$ cat src/rtl/pdm_modulator.sv
// First-order delta-sigma PDM modulator for the mono audio output pin.
// PCM enters through a one-deep holding buffer and is swapped in at each sample-period boundary.
module pdm_modulator #(
  parameter int CLK_DIV = 32,
  parameter int OSR     = 64
) (
  input  logic        clk_i,
  input  logic        rst_i,
  input  logic        enable_i,
  input  logic        mute_i,
  input  logic [15:0] sample_i,
  input  logic        sample_valid_i,
  output logic        sample_ready_o,
  output logic        fs_o,
  output logic        underrun_o,
  input  logic        clr_underrun_i,
  output logic        pdm_data_o,
  output logic        pdm_en_o
);

  localparam int DIV_W = $clog2(CLK_DIV);
  localparam int TCK_W = $clog2(OSR);
  localparam logic [DIV_W-1:0] DIV_MAX = DIV_W'(CLK_DIV - 1);
  localparam logic [TCK_W-1:0] TCK_MAX = TCK_W'(OSR - 1);

  logic [DIV_W-1:0] r_div_cnt;
  logic [TCK_W-1:0] r_tick_cnt;
  logic [15:0]      r_acc;
  logic [15:0]      r_cur;
  logic [15:0]      r_buf;
  logic             r_buf_full;
  logic             r_fs;
  logic             r_underrun;
  logic             r_pdm;
  logic             r_pdm_en;

  logic             w_mod_tick;
  logic             w_boundary;
  logic             w_accept;
  logic [15:0]      w_u;
  logic [16:0]      w_acc17;

  assign w_mod_tick = enable_i && (r_div_cnt == DIV_MAX);
  assign w_boundary = w_mod_tick && (r_tick_cnt == TCK_MAX);
  assign sample_ready_o = !r_buf_full && !rst_i;
  assign w_accept   = sample_valid_i && sample_ready_o;

  // Signed PCM to offset binary so midscale (PCM 0) gives 50% density.
  assign w_u     = mute_i ? 16'h8000 : (r_cur ^ 16'h8000);
  assign w_acc17 = {1'b0, r_acc} + {1'b0, w_u};

  always_ff @(posedge clk_i) begin
    if (rst_i) begin
      r_div_cnt  <= '0;
      r_tick_cnt <= '0;
      r_acc      <= '0;
      r_cur      <= '0;
      r_buf      <= '0;
      r_buf_full <= 1'b0;
      r_fs       <= 1'b0;
      r_underrun <= 1'b0;
      r_pdm      <= 1'b0;
      r_pdm_en   <= 1'b0;
    end else begin
      if (enable_i)
        r_div_cnt <= (r_div_cnt == DIV_MAX) ? '0 : r_div_cnt + 1'b1;

      if (w_mod_tick) begin
        r_tick_cnt <= (r_tick_cnt == TCK_MAX) ? '0 : r_tick_cnt + 1'b1;
        r_acc      <= w_acc17[15:0];
        r_pdm      <= w_acc17[16];
      end
      if (!enable_i)
        r_pdm <= 1'b0;

      r_fs     <= w_boundary;
      r_pdm_en <= enable_i;

      // A full buffer forces ready low, so a swap and an accept never collide.
      if (w_boundary && r_buf_full) begin
        r_cur      <= r_buf;
        r_buf_full <= 1'b0;
      end else if (w_accept) begin
        r_buf      <= sample_i;
        r_buf_full <= 1'b1;
      end

      if (w_boundary && !r_buf_full)
        r_underrun <= 1'b1;
      else if (clr_underrun_i)
        r_underrun <= 1'b0;
    end
  end

  assign fs_o       = r_fs;
  assign underrun_o = r_underrun;
  assign pdm_data_o = r_pdm;
  assign pdm_en_o   = r_pdm_en;

endmodule

$ cat config.mk
export PLATFORM = sky130hd
export DESIGN_NAME = pdm_modulator
export DESIGN_NICKNAME = d
export VERILOG_FILES = /design/src/rtl/pdm_modulator.sv
export SDC_FILE = /design/constraint.sdc
export NUM_CORES = 1
export LEC_CHECK = 0
export ABC_AREA = 1
export CORE_ASPECT_RATIO = 0.9
export CORE_MARGIN = 10
export CORE_UTILIZATION = 45
export CTS_BUF_LIST = sky130_fd_sc_hd__clkbuf_4 sky130_fd_sc_hd__clkbuf_8
export CTS_CLUSTER_SIZE = 20
export DETAILED_ROUTE_END_ITERATION = 8
export PLACE_DENSITY = 0.71
export SLEW_MARGIN = 10
export SYNTH_ARGS = -nofsm -noshare
export SYNTH_HDL_FRONTEND = slang
export SYNTH_SLANG_ARGS = --single-unit
export TNS_END_PERCENT = 100
$ cat constraint.sdc
create_clock -name clk_i -period 6.2 [get_ports clk_i]
set_input_delay 1.24 -clock clk_i [delete_from_list [all_inputs] [get_ports clk_i]]
set_output_delay 1.24 -clock clk_i [all_outputs]
set_load 0.02 [all_outputs]
==> summary by stage <==
CTS
The clock tree from TritonCTS is yes. At the later pin of the worst-skew pair, clock insertion delay measures ~0.34 ns. The clock tree buffer depth is 2. CTS saw 64 sinks. The number of gates resized after CTS was 0.

In this run, CTS created clock tree buffers numbering 9. Clock-pin slew was measured on the worst setup and hold paths at about 0.070 ns. The post-cts hold buffer count is 0. The H-tree was split into 3 levels. The root buffer cell is sky130_fd_sc_hd__clkbuf_8.

Post-CTS timing repair inserted 0 buffers for setup.

Logic synthesis
In this run, synthesis inferred 0 flip-flops with an integrated enable. Summed over its instances, the top area cell type makes up about 38% of the synthesized netlist area. In this run the mean area of a mapped cell was 6.81 um^2. The library cell with the largest summed area after synthesis is sky130_fd_sc_hd__dfxtp_1.

For this run, the register share of the synthesized area comes to 37.7%. The count of different cell masters after synthesis is 35. Synthesis inferred 64 register bits.

For this run, the leading register cell type out of synthesis is sky130_fd_sc_hd__dfxtp_1. The cell area that synthesis handed to floorplanning was between 3000 and 4000 um^2. Yosys printed 0 warnings. The gate count of the mapped netlist is around 500. The number of nets produced by synthesis is 541.

Yosys attributes the largest share of cell area to sky130_fd_sc_hd__dfxtp_1 (38%), sky130_fd_sc_hd__nand2_1 (15%), sky130_fd_sc_hd__inv_1 (8.1%). In the synthesized netlist the async set-or-reset flop fraction comes to 0%.

Worst setup path
The number of cell instances on the worst register-to-register path is 10. The critical path in this run is classified as in2out. STA classifies the critical path startpoint as an input pin. The endpoint kind of the worst setup timing path is a primary output. Data on the critical path is required at its endpoint by 4.96 ns. STA puts the critical path data arrival time at about 2.7 ns.

The maximum fanout along the worst path is 6.

Worst hold path
In this run the worst hold path is classified as reg2reg. The cell depth of the worst hold path is 2.

STA
The number of max-slew violations in the final report is 0. Setup repair after global routing left no endpoint under its margin. Across all setup checks in the final design, the least slack found is approximately 2.3 ns. The worst relative slew slack is about 50%. The count of endpoints failing hold in the final timing report is 0. For the pin with the worst max-slew slack, the measured transition is around 0.75 ns. The setup violation total in the final timing report is 0. Hold timing on the final database bottoms out at a slack of between 0.4 and 0.5 ns. The worst path in the final design needs a cycle of roughly 3.9 ns, including I/O delays and setup.

Timing would allow up to 257 MHz. In the finished design, the share of the clock period the worst path needs comes to 62.7%. The worst setup skew after layout is between 0.01 and 0.015 ns. Setup total negative slack on the finished layout was measured at 0 ns.

Finish
The antenna diode instance count is 0. In the layout the commonest cells are sky130_fd_sc_hd__nand2_1 (139), sky130_fd_sc_hd__inv_1 (73), sky130_fd_sc_hd__dfxtp_1 (64). Leaving out fill and tap cells, the most frequent cell in the layout is sky130_fd_sc_hd__nand2_1. The fraction of final layout cells with drive strength greater than 1 is roughly 5.7%.

From synthesis to final layout, the design area changed by 15.2%. The number of cells in the finished layout apart from fillers is 620. Once layout is done, the placed cells without fillers occupy around 3900 um^2. The final layout contains 564 nets. The end-of-flow core utilization is 54.5%.

Place
Input and output buffers added on the ports amount to 26. The worst setup slack before clock tree synthesis is about 2.3 ns. At the end of routability-driven placement, the weighted congestion stood at between 0.8 and 0.9. Once placement finished, the instance area stood at 3690 um^2. The wire-length estimate of the detail-placed layout is roughly 5.2 mm. Once placement completed, the tool counted placed cells totaling roughly 600.

Floorplan
The die outline width is between 100 and 150 um. After floorplanning, the core was sized to cover 7180 um^2. The initial core utilization is 47.3%. The die footprint is 11,400 um^2. Measured along the y axis, the die boundary spans about 100 um. In this run the core area contains 29 standard-cell rows.

The number of top-level pins is 27.

Drt
The via count normalized by instance count is roughly 4.9. The top routing layer in use is met4. The number of remaining DRC errors is 0. The detailed router placed just over 3,000 vias in this run. The routed metal-1 wire length is roughly 3.5 mm. The total iterations of the first detailed-routing run is 4. The routed design uses 407 um of met3 wire. After detailed routing, the total wire length is between 6 and 7 mm.

Wire segments on met2 add up to 3.05 mm in the final route. The routed length per instance is about 11 um. The starting DRC count in detailed routing is 112. The number of nets with antenna violations after detailed routing is 0.

GRT
The via count of the first global-routing pass is between 2,000 and 3,000. The first global-routing pass estimated 12.3 mm of wire. The largest net degree at the start of global routing is 35.

The number of antenna violations at the first check in global routing is 0. The global-route usage over all layers is between 10% and 20%. Summed over all layers, the global routing overflow is 0.

Pwr
The leakage power is ~1.9 nW. The part of the power in the clock network is ~47%. The cell internal power dissipation is between 0.6 and 0.7 mW. The part of the power in combinational logic is under 10%. Dividing total power by cell area gives a power density of ~230 nW/um^2. The design draws 0.884 mW. Of the total power, registers draw between 40% and 50%. Across the VDD grid, the largest voltage drop is between 0.00015 and 0.0002 V. The switching power total is between 0.2 and 0.25 mW. The net switching share of the total power is 22.8%.

Run status
The flow ran to the end, and the final reports show no timing, DRC or antenna violations.

Flow run
The max-capacitance violation count is 0.
## cell usage after synthesis, drive strengths merged (2+ instances only)
master	count
xnor2	2
nor3	9
or2	2
o21ai	34
ha	19
a21oi	32
nand3	37
a31oi	3
clkbuf	3
inv	75
nand2	143
buf	12
nor2	51
xor2	2
dfxtp	64
nand4	3
## final cells by class
class | instances | area, um^2
fillers | 715 | 3270
multi-input cells | 345 | 1740
flip-flops and latches | 64 | 1280
inverters | 75 | 282
repair buffers | 27 | 268
clock buffers | 10 | 138
well taps | 93 | 116
clock inverters | 6 | 91.3
## critical path, cell delays in order
cell and delay, ns:
sky130_fd_sc_hd__clkdlybuf4s50_1 0.55, sky130_fd_sc_hd__nor2_2 0.21, sky130_fd_sc_hd__clkdlybuf4s50_1 0.64
## metal layers
metal / vias up / GRT usage (%)
li1: 1620 / -
met1: 1326 / 15.7
met2: 63 / 20.7
met3: 10 / 4.04
met4: 0 / 4.15
met5: - / 0
## state kept, by name, indices dropped and copies added, names as in the netlist
signal      flops
r_acc          16
r_buf          16
r_cur          16
r_tick_cnt      6
r_div_cnt       5
fs_o            1
pdm_data_o      1
pdm_en_o        1
r_buf_full      1
underrun_o      1
## cell families (layout without fill, tap and decap cells)
| logic type | after synthesis | after routing | synth area share (%) |
|---|---|---|---|
| AOI/OAI and AO/OA | 73 | 73 | 11.3 |
| adders and majority gates | 20 | 20 | 7.58 |
| DFF | 64 | 64 | 37.7 |
| and+or+nand+nor | 248 | 248 | 31.4 |
| xor gates and xnor gates | 4 | 4 | 1.03 |
| buffers and inverters | 90 | 118 | 11.1 |
## worst paths after layout
path / slack (ns) / startpoint / to
worst max-delay path: 2.31 / rst_i / sample_ready_o
worst min-delay path: 0.45 / r_cur[3] / r_cur[3]
worst min register to register: 0.45 / r_cur[3] / r_cur[3]
worst max register to register: 3.59 / r_div_cnt[1] / r_acc[3]
## power by group through the flow
| stage | combinational (mW) | clock, mW | sequential (mW) |
|---|---|---|---|
| floorplan | 0.0246 | 0 | 0.437 |
| global placement | 0.0445 | 0 | 0.437 |
| detailed placement | 0.0453 | 0 | 0.438 |
| CTS | 0.0457 | 0.420 | 0.428 |
| global route | 0.0514 | 0.437 | 0.430 |
| finish | 0.0451 | 0.411 | 0.428 |
Note: power is estimated with default switching activity, not from simulation.
